### config.mk
export PLATFORM = sky130hd
export DESIGN_NAME = filter_bank_fsm
export DESIGN_NICKNAME = d
export VERILOG_FILES = /design/src/rtl/filter_bank_fsm_pkg.sv /design/src/rtl/filter_bank_fsm_lane.sv /design/src/rtl/filter_bank_fsm.sv
export SDC_FILE = /design/constraint.sdc
export NUM_CORES = 1
export LEC_CHECK = 0
export ABC_CLOCK_PERIOD_IN_PS = 4400
export CORE_MARGIN = 5
export CORE_UTILIZATION = 28
export DETAILED_ROUTE_END_ITERATION = 8
export PLACE_DENSITY = 0.56
export SLEW_MARGIN = 30
export SYNTH_ARGS = -nofsm -noshare
export SYNTH_HDL_FRONTEND = slang
export SYNTH_HIERARCHICAL = 1
export SYNTH_SLANG_ARGS = --single-unit
### constraint.sdc
create_clock -name clk -period 4.4 [get_ports clk]
set_input_delay 0.66 -clock clk [delete_from_list [all_inputs] [get_ports clk]]
set_output_delay 0.66 -clock clk [all_outputs]
set_load 0.02 [all_outputs]
### src/rtl/filter_bank_fsm_pkg.sv
// Shared widths and lane-state encoding for the multi-lane neighbour filter bank.
package filter_bank_fsm_pkg;

  localparam int unsigned PARTICLE_ID_WIDTH    = 7;
  localparam int unsigned POS_PKT_STRUCT_WIDTH = 24;
  localparam int unsigned NUM_FILTERS_DEFAULT  = 4;

  typedef logic [1:0] filter_state_t;

  localparam filter_state_t WAITING   = 2'd0;
  localparam filter_state_t FILTERING = 2'd1;
  localparam filter_state_t SPINNING  = 2'd2;

endpackage

### src/rtl/filter_bank_fsm_lane.sv
// One filter lane: holds a neighbour particle, counts evaluations against the home stream,
// and checkpoints/replays the home particle it missed while the downstream buffer was full.
module filter_bank_fsm_lane
  import filter_bank_fsm_pkg::*;
#(
  parameter int unsigned CntWidth = PARTICLE_ID_WIDTH + 1
) (
  input  logic                            clk,
  input  logic                            rst_n,
  input  logic                            load_i,
  input  logic [POS_PKT_STRUCT_WIDTH-1:0] pos_i,
  input  logic                            from_home_i,
  input  logic [PARTICLE_ID_WIDTH-1:0]    home_parid_i,
  input  logic                            home_advance_i,
  input  logic [CntWidth-1:0]             home_num_i,
  input  logic                            almost_full_i,
  output logic                            waiting_o,
  output logic [POS_PKT_STRUCT_WIDTH-1:0] nb_reg_o,
  output logic                            from_home_o,
  output logic                            filtering_o,
  output logic                            back_pressure_o,
  output logic                            done_o
);

  filter_state_t                   state_q, state_d;
  logic [CntWidth-1:0]             cnt_q, cnt_d;
  logic [PARTICLE_ID_WIDTH-1:0]    ckpt_q, ckpt_d;
  logic [POS_PKT_STRUCT_WIDTH-1:0] pos_q, pos_d;
  logic                            home_q, home_d;
  logic                            flag_q, flag_d;
  logic                            bp_q, bp_d;
  logic                            done_q, done_d;

  always_comb begin
    state_d = state_q;
    cnt_d   = cnt_q;
    ckpt_d  = ckpt_q;
    pos_d   = pos_q;
    home_d  = home_q;
    flag_d  = flag_q;
    bp_d    = bp_q;
    done_d  = 1'b0;
    unique case (state_q)
      WAITING: begin
        if (load_i) begin
          state_d = FILTERING;
          pos_d   = pos_i;
          home_d  = from_home_i;
          cnt_d   = '0;
          flag_d  = 1'b1;
        end
      end
      FILTERING: begin
        // An empty home cell has nothing to meet, so the lane retires without evaluating.
        if (home_num_i == '0) begin
          state_d = WAITING;
          flag_d  = 1'b0;
          done_d  = 1'b1;
        end else if (almost_full_i) begin
          state_d = SPINNING;
          ckpt_d  = home_parid_i;
          flag_d  = 1'b0;
          bp_d    = 1'b1;
        end else if (home_advance_i) begin
          cnt_d = cnt_q + CntWidth'(1);
          if (cnt_q == home_num_i - CntWidth'(1)) begin
            state_d = WAITING;
            flag_d  = 1'b0;
            done_d  = 1'b1;
          end
        end
      end
      SPINNING: begin
        if ((home_parid_i == ckpt_q) && !almost_full_i) begin
          state_d = FILTERING;
          flag_d  = 1'b1;
          bp_d    = 1'b0;
        end
      end
      default: state_d = WAITING;
    endcase
  end

  always_ff @(posedge clk or negedge rst_n) begin
    if (!rst_n) begin
      state_q <= WAITING;
      cnt_q   <= '0;
      ckpt_q  <= '0;
      pos_q   <= '0;
      home_q  <= 1'b0;
      flag_q  <= 1'b0;
      bp_q    <= 1'b0;
      done_q  <= 1'b0;
    end else begin
      state_q <= state_d;
      cnt_q   <= cnt_d;
      ckpt_q  <= ckpt_d;
      pos_q   <= pos_d;
      home_q  <= home_d;
      flag_q  <= flag_d;
      bp_q    <= bp_d;
      done_q  <= done_d;
    end
  end

  assign waiting_o       = (state_q == WAITING);
  assign nb_reg_o        = pos_q;
  assign from_home_o     = home_q;
  assign filtering_o     = flag_q;
  assign back_pressure_o = bp_q;
  assign done_o          = done_q;

endmodule

### src/rtl/filter_bank_fsm.sv
// Bank of independent filter lanes; a new neighbour goes to the lowest-index idle lane.
module filter_bank_fsm
  import filter_bank_fsm_pkg::*;
#(
  parameter int unsigned NUM_FILTERS = NUM_FILTERS_DEFAULT,
  parameter int unsigned CNT_WIDTH   = PARTICLE_ID_WIDTH + 1
) (
  input  logic                                        clk,
  input  logic                                        rst_n,
  input  logic [PARTICLE_ID_WIDTH-1:0]                i_home_parid,
  input  logic                                        i_home_advance,
  input  logic [CNT_WIDTH-1:0]                        i_home_num,
  input  logic [POS_PKT_STRUCT_WIDTH-1:0]             i_nb_pos,
  input  logic                                        i_nb_from_home_cell_flag,
  input  logic                                        i_nb_valid,
  input  logic [NUM_FILTERS-1:0]                      i_almost_full,
  output logic                                        o_nb_ready,
  output logic [NUM_FILTERS*POS_PKT_STRUCT_WIDTH-1:0] o_nb_reg,
  output logic [NUM_FILTERS-1:0]                      o_nb_from_home_cell,
  output logic [NUM_FILTERS-1:0]                      o_filtering_flag,
  output logic [NUM_FILTERS-1:0]                      o_back_pressure,
  output logic [NUM_FILTERS-1:0]                      o_lane_done
);

  logic [NUM_FILTERS-1:0] waiting;
  logic [NUM_FILTERS-1:0] load;
  logic                   found;

  always_comb begin
    load  = '0;
    found = 1'b0;
    for (int unsigned k = 0; k < NUM_FILTERS; k++) begin
      if (!found && waiting[k]) begin
        load[k] = i_nb_valid;
        found   = 1'b1;
      end
    end
  end

  // Ready depends only on registered state, so a lane freed this cycle is offered next cycle.
  assign o_nb_ready = |waiting;

  for (genvar k = 0; k < NUM_FILTERS; k++) begin : g_lane
    filter_bank_fsm_lane #(
      .CntWidth(CNT_WIDTH)
    ) u_lane (
      .clk            (clk),
      .rst_n          (rst_n),
      .load_i         (load[k]),
      .pos_i          (i_nb_pos),
      .from_home_i    (i_nb_from_home_cell_flag),
      .home_parid_i   (i_home_parid),
      .home_advance_i (i_home_advance),
      .home_num_i     (i_home_num),
      .almost_full_i  (i_almost_full[k]),
      .waiting_o      (waiting[k]),
      .nb_reg_o       (o_nb_reg[k*POS_PKT_STRUCT_WIDTH +: POS_PKT_STRUCT_WIDTH]),
      .from_home_o    (o_nb_from_home_cell[k]),
      .filtering_o    (o_filtering_flag[k]),
      .back_pressure_o(o_back_pressure[k]),
      .done_o         (o_lane_done[k])
    );
  end

endmodule

## Word level (Yosys, flattened, before mapping)

Index checks and enable logic that the tools add are counted.

| word-level totals | value |
|---|---|
| register bits | 180 |
| bits of input ports | 48 |
| output and inout bits | 113 |
| logic and storage cells | 261 |

| operators by class | value |
|---|---|
| add/subtract/negate cells | 5 |
| equality and inequality tests | 48 |
| mux-type cells | 119 |
| bitwise gates (word level) | 1 |
| reduce and logical (&&, ||, !) cells | 56 |

Operators by type and width:

| operator | count |
|---|---|
| 8-bit two-way mux | 16 |
| 8-bit case mux with 2 select lines | 4 |
| 1-bit two-way mux | 63 |
| 2-bit two-way mux | 24 |
| 5-bit AND reduction | 8 |
| 8-bit by 1-bit adder with 8-bit output (second input constant) | 4 |
| 8-bit == test | 4 |
| 2-bit != test (second input constant) | 16 |
| 4-bit AND reduction | 8 |
| 7-bit == test | 4 |
| 2-bit case mux with 3 select lines | 4 |
| 2-bit by 1-bit != test with 1-bit output (second input constant) | 8 |
| 4-bit by 3-bit != test with 1-bit output (second input constant) | 4 |
| 2-bit nonzero test | 8 |
| 4-bit != test (second input constant) | 3 |
| 1-bit case mux with 3 select lines | 4 |
| 3-bit AND reduction | 4 |
| 3-bit nonzero test | 4 |
| 2-bit by 1-bit == test with 1-bit output (second input constant) | 4 |
| 2-bit == test (second input constant) | 4 |
| 2-bit logical NOT | 4 |
| 8-bit logical NOT | 1 |
| 1-bit case mux with 2 select lines | 4 |
| 2-bit AND reduction | 4 |
| 6 further kinds | 18 |

## Longest topological paths before layout

| logic depth | value |
|---|---|
| depth after elaboration | 13 |
| gate-level depth with buffers | 9 |
| gate-level depth less buffers | 8 |

## Hierarchy

The synthesis kept the hierarchy.

Modules (own cells, without submodules):

| module | times used | cells each | area each (um^2) | sequential area each (um^2) |
|---|---|---|---|---|
| filter_bank_fsm_lane at g_lane[0].u_lane | 1 | 236 | 2238.4 | 1126.1 |
| filter_bank_fsm_lane at g_lane[1].u_lane | 1 | 237 | 2220.9 | 1126.1 |
| filter_bank_fsm_lane at g_lane[3].u_lane | 1 | 227 | 2182.1 | 1126.1 |
| filter_bank_fsm_lane at g_lane[2].u_lane | 1 | 225 | 2140.8 | 1126.1 |
| filter_bank_fsm | 1 | 7 | 41.3 | 0.0 |

## Worst setup path before layout

No wires, ideal clock.

| timing path | value |
|---|---|
| path type | input-to-reg |
| start point | input port i_home_num[0] |
| end point | register g_lane[3].u_lane.flag_q |
| setup time | 0.118 ns |
| arrival | 2.189 ns |
| data required time | 4.282 ns |
| path slack | 2.093 ns |
| cell stages on the path | 7 |
| path buffers | 0 |
| cell sequence | inv_1 -> ha_1 -> or4bb_2 -> xnor2_1 -> a2111oi_4 -> o21ai_2 -> a21o_1 |

| between the ends | value |
|---|---|
| cells in the longest elaborated chain, start to end | 4 |
| elaborated cells on any way between the ends | 8 |
| those cells by class | add/sub (1); eq/ne (3); mux (2); reduce/logical (2) |

Ends and longest elaborated chain:

| what | RTL line | text |
|---|---|---|
| start, declared | filter_bank_fsm.sv:12 | `input logic [CNT_WIDTH-1:0] i_home_num,` |
| 8-bit by 1-bit subtractor with 8-bit output | filter_bank_fsm_lane.sv:66 | `if (cnt_q == home_num_i - CntWidth'(1)) begin` |
| 8-bit == test | filter_bank_fsm_lane.sv:66 |  |
| 4-bit by 3-bit != test with 1-bit output (no line) | -- |  |
| 5-bit AND reduction (no line) | -- |  |
| end signal, assigned | filter_bank_fsm_lane.sv:100 | `flag_q <= flag_d;` |
| end, declared | filter_bank_fsm_lane.sv:30 | `logic flag_q, flag_d;` |

Several ways; a longest one is shown, not always the timed one.
A chain may end at the register's enable or synchronous reset.

## Final worst setup path

| timing path | value |
|---|---|
| start point | input port i_home_num[1] |
| end point | register g_lane[1].u_lane.cnt_q[6] |

| between the ends | value |
|---|---|
| cells in the longest elaborated chain, start to end | 3 |

Ends and longest elaborated chain:

| what | RTL line | text |
|---|---|---|
| 8-bit logical NOT | filter_bank_fsm_lane.sv:55 | `if (home_num_i == '0) begin` |
| 2-bit != test (no line) | -- |  |
| 5-bit AND reduction (no line) | -- |  |
| end signal, assigned | filter_bank_fsm_lane.sv:96 | `cnt_q <= cnt_d;` |
| end, declared | filter_bank_fsm_lane.sv:26 | `logic [CntWidth-1:0] cnt_q, cnt_d;` |

Every way passes these cells.

==> results.toml <==
[power_and_ir_drop]
totalPowerFinal_mw = 7.09
swShare = 0.386
power_frac_seq = 0.376
power.share.clock = 0.225
comb_power_share = 0.400
p_per_area_mw_per_mm2 = 613
power.net_switching_mw = 2.74
power.internal_mw = 4.35
power.leakage_nw = 5.24
vdd_drop_max_v = 0.000379

[logic_synthesis]
ys.flop_type = "dfrtp_1"
ys_seq_area_frac = 0.510
ys_warn_count = 6
synth-seq-cells = 180
synthCells = 932
synthesis.nets = 992
synth_area_mm2 = 0.00882
syn_avg_cell_area_um2 = 9.47
async_flop_share = 1.00
synth_cell_type_count = 74
synth_edf_count = 0

[routing]
ant_nets = 0
first_iter_violations = 330
wl_per_cell_um = 16.4
via_per_inst = 4.62
drc = 0
num_vias = 6987
routed_wl_mm = 24.8
drtPass1Iterations = 4

[status]
status = "finished, final reports clean"

[setup_path]
worstPathMaxFanout = 16
worstSetupEndpointType = "register"
worst_ep_required_time_ns = 4.76
r2r_cells = 7
path_class = "primary input to register"
crit-reg2reg-launch = "g_lane[3].u_lane/state_q[1]"
cp_data_arrival_time_ns = 3.31
startpoint_type = "primary input"
timing.rr.end = "g_lane[3].u_lane/nb_reg_o[18]"
r2r_slack_ns = 1.81

[floorplanning]
row_count = 65
core_mm2 = 0.0313
die_area_mm2 = 0.0352
die_h_um = 188
initial_core_util = 0.282
die_width_um = 188
io-pin-count = 161

[clock_tree]
clockRootBuffer = "clkbuf_16"
htreeDepth = 4
cts_buffers = 17
clock-sinks = 180
insertion_delay_ns = 0.44
cts_resized = 0
clock_path_buffers = 2
cts_tree = "built"
path_clk_slew_ns = 0.08
holdBufCountCts = 0
post_cts_buffers = 0

[cells_and_area]
num-nets-final = 1158
layout-drive-gt1-share = 0.0999
n_antenna_cell = 0
postLayoutCellArea_mm2 = 0.0116
syn2layout_area_growth_pct = 31.1
final_common_cell = "nand2_1"
final_cell_mix = "337 x nand2_1, 180 x dfrtp_1, 159 x clkdlybuf4s50_1, 53 x xor2_1, 39 x nor2_1"
final_core_util = 0.369

[job]
max-cap-violations = 0

[timing]
timing.hold.ws_ns = 0.208
drv_slew = 0
max_freq_ghz = 0.340
hold_violations = 0
rsz0062_at_grt = "no"
skew_ns = 0.0129
finalCriticalPeriod_ns = 2.94
relSlewSlack = 0.455
final.setup.tns_ns = 0
period_share = 0.669
worst_pin_slew_ns = 0.810
setup_violations = 0

[min_path]
hold_path.class = "primary input to async pin"

[placed_design]
portBuffers = 160
placed_area_mm2 = 0.0110
dp_hpwl_mm = 17.1
gp_congestion = 0.796

[global_routing]
grt_overflow = 0
track_usage = 0.143
grt_pass1_vias = 7175
grt_max_degree = 76
grt_pass1_wl_mm = 40.3
antenna_found_initial = 0
[worst max-delay path by stage]
stage | startpoint | to | slack [ns]
final | i_home_num[1] | g_lane[1].u_lane/cnt_q[6] | 1.46
after global routing | i_home_num[1] | g_lane[1].u_lane/cnt_q[6] | 1.25
after detailed placement | i_home_num[1] | g_lane[1].u_lane/cnt_q[6] | 1.02
after floorplan | i_home_num[0] | g_lane[3].u_lane/filtering_o | 2.09
after CTS | i_home_num[1] | g_lane[1].u_lane/cnt_q[6] | 1.48
after global placement | i_home_num[3] | g_lane[1].u_lane/filtering_o | 1.09
[layer usage]
layer | GRT usage | vias up | wire length, µm
met5 | 0 | - | 0
met4 | 0.0285 | 0 | 214
met3 | 0.0583 | 21 | 2050
met2 | 0.229 | 160 | 11500
met1 | 0.184 | 3366 | 11100
li1 | - | 3440 | -
[worst max-delay path: stages]
cell and delay, ns:
clkdlybuf4s50_1 0.82, inv_1 0.14, ha_1 0.21, nor3b_1 0.17, a2111oi_4 0.56, nand4_1 0.21, or3_1 0.39, a21oi_1 0.15
[area by class of cell]
type / instances / area [µm²]
fill: 3077 / 19700
sequential: 180 / 4500
multi-input combinational: 700 / 4110
timing repair buffer: 178 / 1760
tap: 402 / 503
clock buffer: 17 / 425
clock inverter: 15 / 180
inverter: 21 / 78.8
[stage by stage]
stage	std cells	worst slack, ns
2_1_floorplan	932	2.09
3_3_place_gp	1481	1.09
3_5_place_dp	1481	1.02
4_1_cts	1513	1.48
5_1_grt	1513	1.25
6_report	1513	1.46
[Yosys cell counts (10+ instances only)]
cell type / instances / share of area
nand2_1: 337 / 0.14
dfrtp_1: 180 / 0.51
xor2_1: 53 / 0.053
nor2_1: 39 / 0.017
xnor2_1: 33 / 0.033
mux2_2: 28 / 0.036
clkbuf_1: 26 / 0.011
inv_1: 21 / 0.0089
nand4_1: 20 / 0.014
nand3_1: 15 / 0.0085
o21ai_0: 15 / 0.0085
ha_1: 12 / 0.017
a21oi_1: 11 / 0.0062
nor3_1: 10 / 0.0057
[kinds of logic after synthesis]
group,share of synthesized area
xor+xnor,0.0854
fa+ha+maj,0.0170
buf+inv,0.0248
flops,0.510
compound gates,0.0747
simple gates,0.243
mux,0.0448
[registers in the layout, summed over array words and instances, names as in the netlist]
| signal | cells |
|---|---|
| g_lane.u_lane/nb_reg_o | 96 |
| g_lane.u_lane/from_home_o | 4 |
| g_lane.u_lane/done_o | 4 |
| g_lane.u_lane/back_pressure_o | 4 |
| g_lane.u_lane/filtering_o | 4 |
| g_lane.u_lane/ckpt_q | 28 |
| g_lane.u_lane/cnt_q | 32 |
| g_lane.u_lane/state_q | 8 |
[power by group through the flow]
| stage | Combinational, mW | Sequential, mW | Clock [mW] |
|---|---|---|---|
| 4_1_cts | 2.88 | 2.67 | 1.65 |
| 6_report | 2.84 | 2.66 | 1.59 |
| 3_3_place_gp | 2.85 | 2.67 | 0 |
| 2_1_floorplan | 1.14 | 3.07 | 0 |
| 5_1_grt | 3.11 | 2.75 | 1.72 |
| 3_5_place_dp | 2.87 | 2.68 | 0 |
Note: power is estimated with default switching activity, not from simulation.
